### src/rtl/controller_sequencer.sv
`default_nettype none
// +--------------------------------------------------------------------------+
// | controller_sequencer                                                     |
// | Six-state one-hot T-state ring and opcode decoder for the 8-bit CPU.     |
// | Rev 1.0 - initial release                                                |
// +--------------------------------------------------------------------------+
module controller_sequencer (
  input  logic       clk,
  input  logic       clr,
  input  logic [3:0] opcode,
  output logic       cp,
  output logic       ep,
  output logic       lp,
  output logic       lm,
  output logic       ce,
  output logic       li,
  output logic       ei,
  output logic       la,
  output logic       ea,
  output logic       lb,
  output logic       su,
  output logic       eu,
  output logic       lo,
  output logic [5:0] tstate,
  output logic       halted
);

  localparam logic [3:0] C_OP_LDA = 4'b0000;
  localparam logic [3:0] C_OP_ADD = 4'b0001;
  localparam logic [3:0] C_OP_SUB = 4'b0010;
  localparam logic [3:0] C_OP_JMP = 4'b0011;
  localparam logic [3:0] C_OP_OUT = 4'b1110;
  localparam logic [3:0] C_OP_HLT = 4'b1111;

  typedef enum logic [5:0] {
    S_HALT = 6'b000000,
    S_T1   = 6'b000001,
    S_T2   = 6'b000010,
    S_T3   = 6'b000100,
    S_T4   = 6'b001000,
    S_T5   = 6'b010000,
    S_T6   = 6'b100000
  } state_t;

  state_t r_state;
  state_t w_next;

  always_ff @(posedge clk or posedge clr) begin
    if (clr) begin
      r_state <= S_T1;
    end else begin
      r_state <= w_next;
    end
  end

  always_comb begin
    w_next = S_T1;
    cp = 1'b0;
    ep = 1'b0;
    lp = 1'b0;
    lm = 1'b0;
    ce = 1'b0;
    li = 1'b0;
    ei = 1'b0;
    la = 1'b0;
    ea = 1'b0;
    lb = 1'b0;
    su = 1'b0;
    eu = 1'b0;
    lo = 1'b0;
    case (r_state)
      S_HALT: w_next = S_HALT;
      S_T1: begin
        w_next = S_T2;
        ep     = 1'b1;
        lm     = 1'b1;
      end
      S_T2: begin
        w_next = S_T3;
        cp     = 1'b1;
      end
      S_T3: begin
        w_next = S_T4;
        ce     = 1'b1;
        li     = 1'b1;
      end
      S_T4: begin
        w_next = (opcode == C_OP_HLT) ? S_HALT : S_T5;
        case (opcode)
          C_OP_LDA, C_OP_ADD, C_OP_SUB: begin
            ei = 1'b1;
            lm = 1'b1;
          end
          C_OP_JMP: begin
            ei = 1'b1;
            lp = 1'b1;
          end
          C_OP_OUT: begin
            ea = 1'b1;
            lo = 1'b1;
          end
          default: ;
        endcase
      end
      S_T5: begin
        w_next = S_T6;
        case (opcode)
          C_OP_LDA: begin
            ce = 1'b1;
            la = 1'b1;
          end
          C_OP_ADD, C_OP_SUB: begin
            ce = 1'b1;
            lb = 1'b1;
          end
          default: ;
        endcase
      end
      S_T6: begin
        w_next = S_T1;
        if (opcode == C_OP_ADD || opcode == C_OP_SUB) begin
          eu = 1'b1;
          la = 1'b1;
          su = (opcode == C_OP_SUB);
        end
      end
      // Any non-one-hot encoding falls back into the fetch cycle.
      default: w_next = S_T1;
    endcase
  end

  assign tstate = r_state;
  assign halted = (r_state == S_HALT);

endmodule
`default_nettype wire
### config.mk
export PLATFORM = sky130hd
export DESIGN_NAME = controller_sequencer
export DESIGN_NICKNAME = d
export VERILOG_FILES = /design/src/rtl/controller_sequencer.sv
export SDC_FILE = /design/constraint.sdc
export NUM_CORES = 1
export LEC_CHECK = 0
export ABC_AREA = 1
export CORE_AREA = 8 8 45 47
export DETAILED_ROUTE_END_ITERATION = 10
export DIE_AREA = 0 0 53 55
export GPL_ROUTABILITY_DRIVEN = 0
export HOLD_SLACK_MARGIN = 0.05
export PLACE_DENSITY = 0.75
export SYNTH_ARGS = -nofsm -noshare
export SYNTH_HDL_FRONTEND = slang
export SYNTH_SLANG_ARGS = --single-unit
### constraint.sdc
create_clock -name clk -period 3.45 [get_ports clk]
set_clock_uncertainty 0.1 [all_clocks]
set_input_delay 0.69 -clock clk [delete_from_list [all_inputs] [get_ports clk]]
set_output_delay 0.69 -clock clk [all_outputs]
set_load 0.01 [all_outputs]
# Word-level counts from Yosys, hierarchy flattened
# Cells that the tools add are included.
# totals
ff_bits,6
latchBits,0
ram_bits,0
romBits,0
in_bits,6
out_inout_bits,20
mem_count,0
# op_classes
addsub,0
multipliers,0
div_mod_pow,0
magnitude_cmp,0
n_eq_ne,11
shifts,0
n_mux,22
bitwise,0
n_reduce_logical,6
# op_table
cell,n
$pmux 6 s6,1
$mux 1,17
$eq 4x2->1 const B,2
$eq 4x4->1 const B,2
$eq 6x1->1 const B,1
$eq 6x2->1 const B,1
$eq 6x3->1 const B,1
$eq 6x4->1 const B,1
$eq 6x5->1 const B,1
$eq 6x6->1 const B,1
$logic_not 6->1,1
$pmux 1 s2,3
$mux 5,1
$eq 4x1->1 const B,1
$logic_not 4->1,1
$reduce_or 4->1,1
$reduce_or 3->1,1
$reduce_or 2->1,1
$logic_or 1x1->1,1

# Longest topological paths before layout
# logic_depth
word_depth,4
ltp_mapped,6
depth_no_buf,6

# Least setup slack after synthesis
# OpenSTA, ideal clock, no wires.
# synth_timing
path_kind,input port to output port
startpoint,input opcode[1]
endpoint,output lo
t_arrival_ns,1.266
setup_slack_ns,1.394
cell_stages,5
n_path_buf,1
path_cell_list,inv_1 nor2_1 nand3_1 nor2_1 buf_4
# synth_between
elab_chain_len,3
# synth_rtl
item,line_no,text
"start, declared",10,"input logic [3:0] opcode,"
$eq 4x4->1,n/a,
$mux 1 (2 in a row),n/a,
"end, declared",23,"output logic lo,"
# No other way between the ends.

# Worst setup path in the final report
# layout_timing
startpoint,input opcode[3]
endpoint,output la
# layout_between
elab_chain_len,4
elab_cells_between_ends,7
# layout_rtl
item,line_no,text
$eq 4x1->1 / $eq 4x2->1 (equally long branches),121,if (opcode == C_OP_ADD || opcode == C_OP_SUB) begin
$logic_or 1x1->1,121,
$mux 1,121,
$pmux 1 s2 (*),71,case (r_state)
"end, declared",18,"output logic la,"
# Mark *: on every way between the ends. The rest lies on a longest branch, timed or not.

==> flow_metrics.env <==
export IMPL_avgSynthCellArea_um2=6.51
export IMPL_nNetsFinal=105
export IMPL_antenna_cells=0
export IMPL_mostFrequentLayoutCells="25 x clkdlybuf4s50_1, 15 x nor2_1, 13 x inv_1"
export IMPL_finalWorstSetupSlack_ps=422
export IMPL_cts_resized_gates=0
export IMPL_finalSetupViolCount=0
export IMPL_drcViolationCount=0
export IMPL_synth_area_um2=455
export IMPL_grt_pass1_wl_um=1970
export IMPL_cts_root_buf="clkbuf_4"
export IMPL_relSlewSlack=0.839
export IMPL_post_place_ws_ps=408
export IMPL_worstPathMaxFanout=4
export IMPL_post_route_period_util=0.878
export IMPL_std_cell_rows=14
export IMPL_ant_nets=0
export IMPL_synthCells=70
export IMPL_hp_start="tstate[4]"
export IMPL_fill_cells=143
export IMPL_routedWlPerCell_um=11.3
export IMPL_initial_core_util=0.329
export IMPL_worstPathRequired_ps=2660
export IMPL_grt_max_degree=7
export IMPL_die_h_um=55
export IMPL_final_common_cell="clkdlybuf4s50_1"
export IMPL_dieArea_um2=2920
export IMPL_dr_pass1_iters=4
export IMPL_port_buffers=25
export IMPL_yosys_area_top_type="dfrtp_1"
export IMPL_cp_arrival_ps=2240
export IMPL_synth_top_cell_area_share=0.275
export IMPL_grt_pass1_vias=485
export IMPL_cap_violations=0
export IMPL_area_growth_pct=63.5
export IMPL_min_path_type="reg2reg"
export IMPL_ir_drop_v=0.000457
export IMPL_core_area_um2=1380
export IMPL_postCtsSetupRepairBufs=0
export IMPL_grt_setup_unrepaired="no"
export IMPL_worstMarginPinSlew_ps=241
export IMPL_gr_total_overflow=0
export IMPL_cp_start_kind="primary input"
export IMPL_path_class="in2out"
export IMPL_die_x_um=53
export IMPL_r2r_start="tstate[0]"
export IMPL_yosysWarnings=0
export IMPL_grt_use_total=0.0922
export IMPL_powerDensity_nw_per_um2=694
export IMPL_slew_viol_final=0
export IMPL_num_vias=488
export IMPL_numCtsBuffers=3
export IMPL_dp_hpwl_um=1080
export IMPL_finalWirelength_um=1290
export IMPL_utilization=0.538
export IMPL_holdBufCountCts=0
export IMPL_numClockSinks=6
export IMPL_yosys_register_bits=6
export IMPL_regArea_um2=151
export IMPL_pin_count=26
export IMPL_multi_input_area_um2=233
export IMPL_cts_max_level=1
export IMPL_synth_cell_types=13
export IMPL_status="completed"
export IMPL_synth_nets=76
export IMPL_leakagePower_nw=0.389
export IMPL_clk_latency_ps=250
export IMPL_drt_initial_drc_count=11
export IMPL_drive_gt1_frac=0.184
export IMPL_setup_tns_ps=0
export IMPL_clockBufferDepth=2
export IMPL_end_kind="output port"
export IMPL_hold_ws_ps=522
export IMPL_largest_reg_flops=6
export IMPL_hold_viol_final=0
export IMPL_clk_pin_slew_ps=50
export IMPL_ys_top_cells_by_area="dfrtp_1 27%, nor2_1 12%, inv_1 11%"
export IMPL_fin_crit_ps=3030
export IMPL_fmax_mhz=330
export IMPL_cts_tree="yes"
export IMPL_crit_path_start="opcode[3]"
export IMPL_yosysSeqAreaShare=0.332
export IMPL_vias_per_cell=4.28
export IMPL_antenna_found_initial=0
[routing by layer]
layer / track usage / vias to the layer above / routed length (um)
met5: 0 / - / 0
met4: 0.0603 / 0 / 10
met3: 0.0321 / 2 / 76
met2: 0.150 / 11 / 659
met1: 0.0998 / 212 / 543
li1: - / 263 / -
[cells by family after synthesis]
group | count (synthesis) | share of synthesized area
AND/OR/NAND/NOR | 44 | 0.489
buffers and inverters | 18 | 0.157
flip-flops | 6 | 0.332
AO/OA/AOI/OAI | 2 | 0.0220
[power by group]
| part | switching (mW) | total, mW | leakage (nW) | internal, mW |
|---|---|---|---|---|
| registers | 0.0304 | 0.127 | 0.0786 | 0.0964 |
| clock network | 0.0281 | 0.0721 | 0.0150 | 0.0440 |
| logic | 0.164 | 0.318 | 0.295 | 0.154 |
[layout make-up]
type,count,area share
well taps,16,0.0269
inverters,17,0.0857
clock buffers,4,0.0353
flip-flops and latches,6,0.203
multi-input cells,46,0.313
repair buffers,25,0.336
[cells in the mapped netlist]
cell	number
nor2_1	15
inv_1	13
nand2_1	9
nand3_1	9
dfrtp_1	5
inv_2	4
nand2_2	4
nor2_4	4
nor2_2	2
o21ai_1	2
buf_4	1
dfstp_2	1
nor3_1	1
[stage by stage]
step | power (mW) | area [um2] | cells
floorplan | 0.297 | 455 | 70
global placement | 0.443 | 718 | 110
detailed placement | 0.448 | 718 | 110
CTS | 0.524 | 744 | 114
global route | 0.558 | 744 | 114
finish | 0.517 | 744 | 114
[critical path, stage by stage]
cell and delay (ps):
clkdlybuf4s50_1 480, nor2_4 160, nand2_1 110, nor2_1 100, nand3_1 90, nand2_1 70
clkdlybuf4s50_1 530
[worst paths after layout]
check	to	slack, ps	cells after the start
max	la	420	7
min in group asynchronous	tstate[3]	560	2
max reg2reg	tstate[0]	2250	5
min	tstate[5]	520	2
max in group asynchronous	tstate[0]	2420	2
min reg2reg	tstate[5]	520	2
Note: power is estimated with default switching activity, not from simulation.
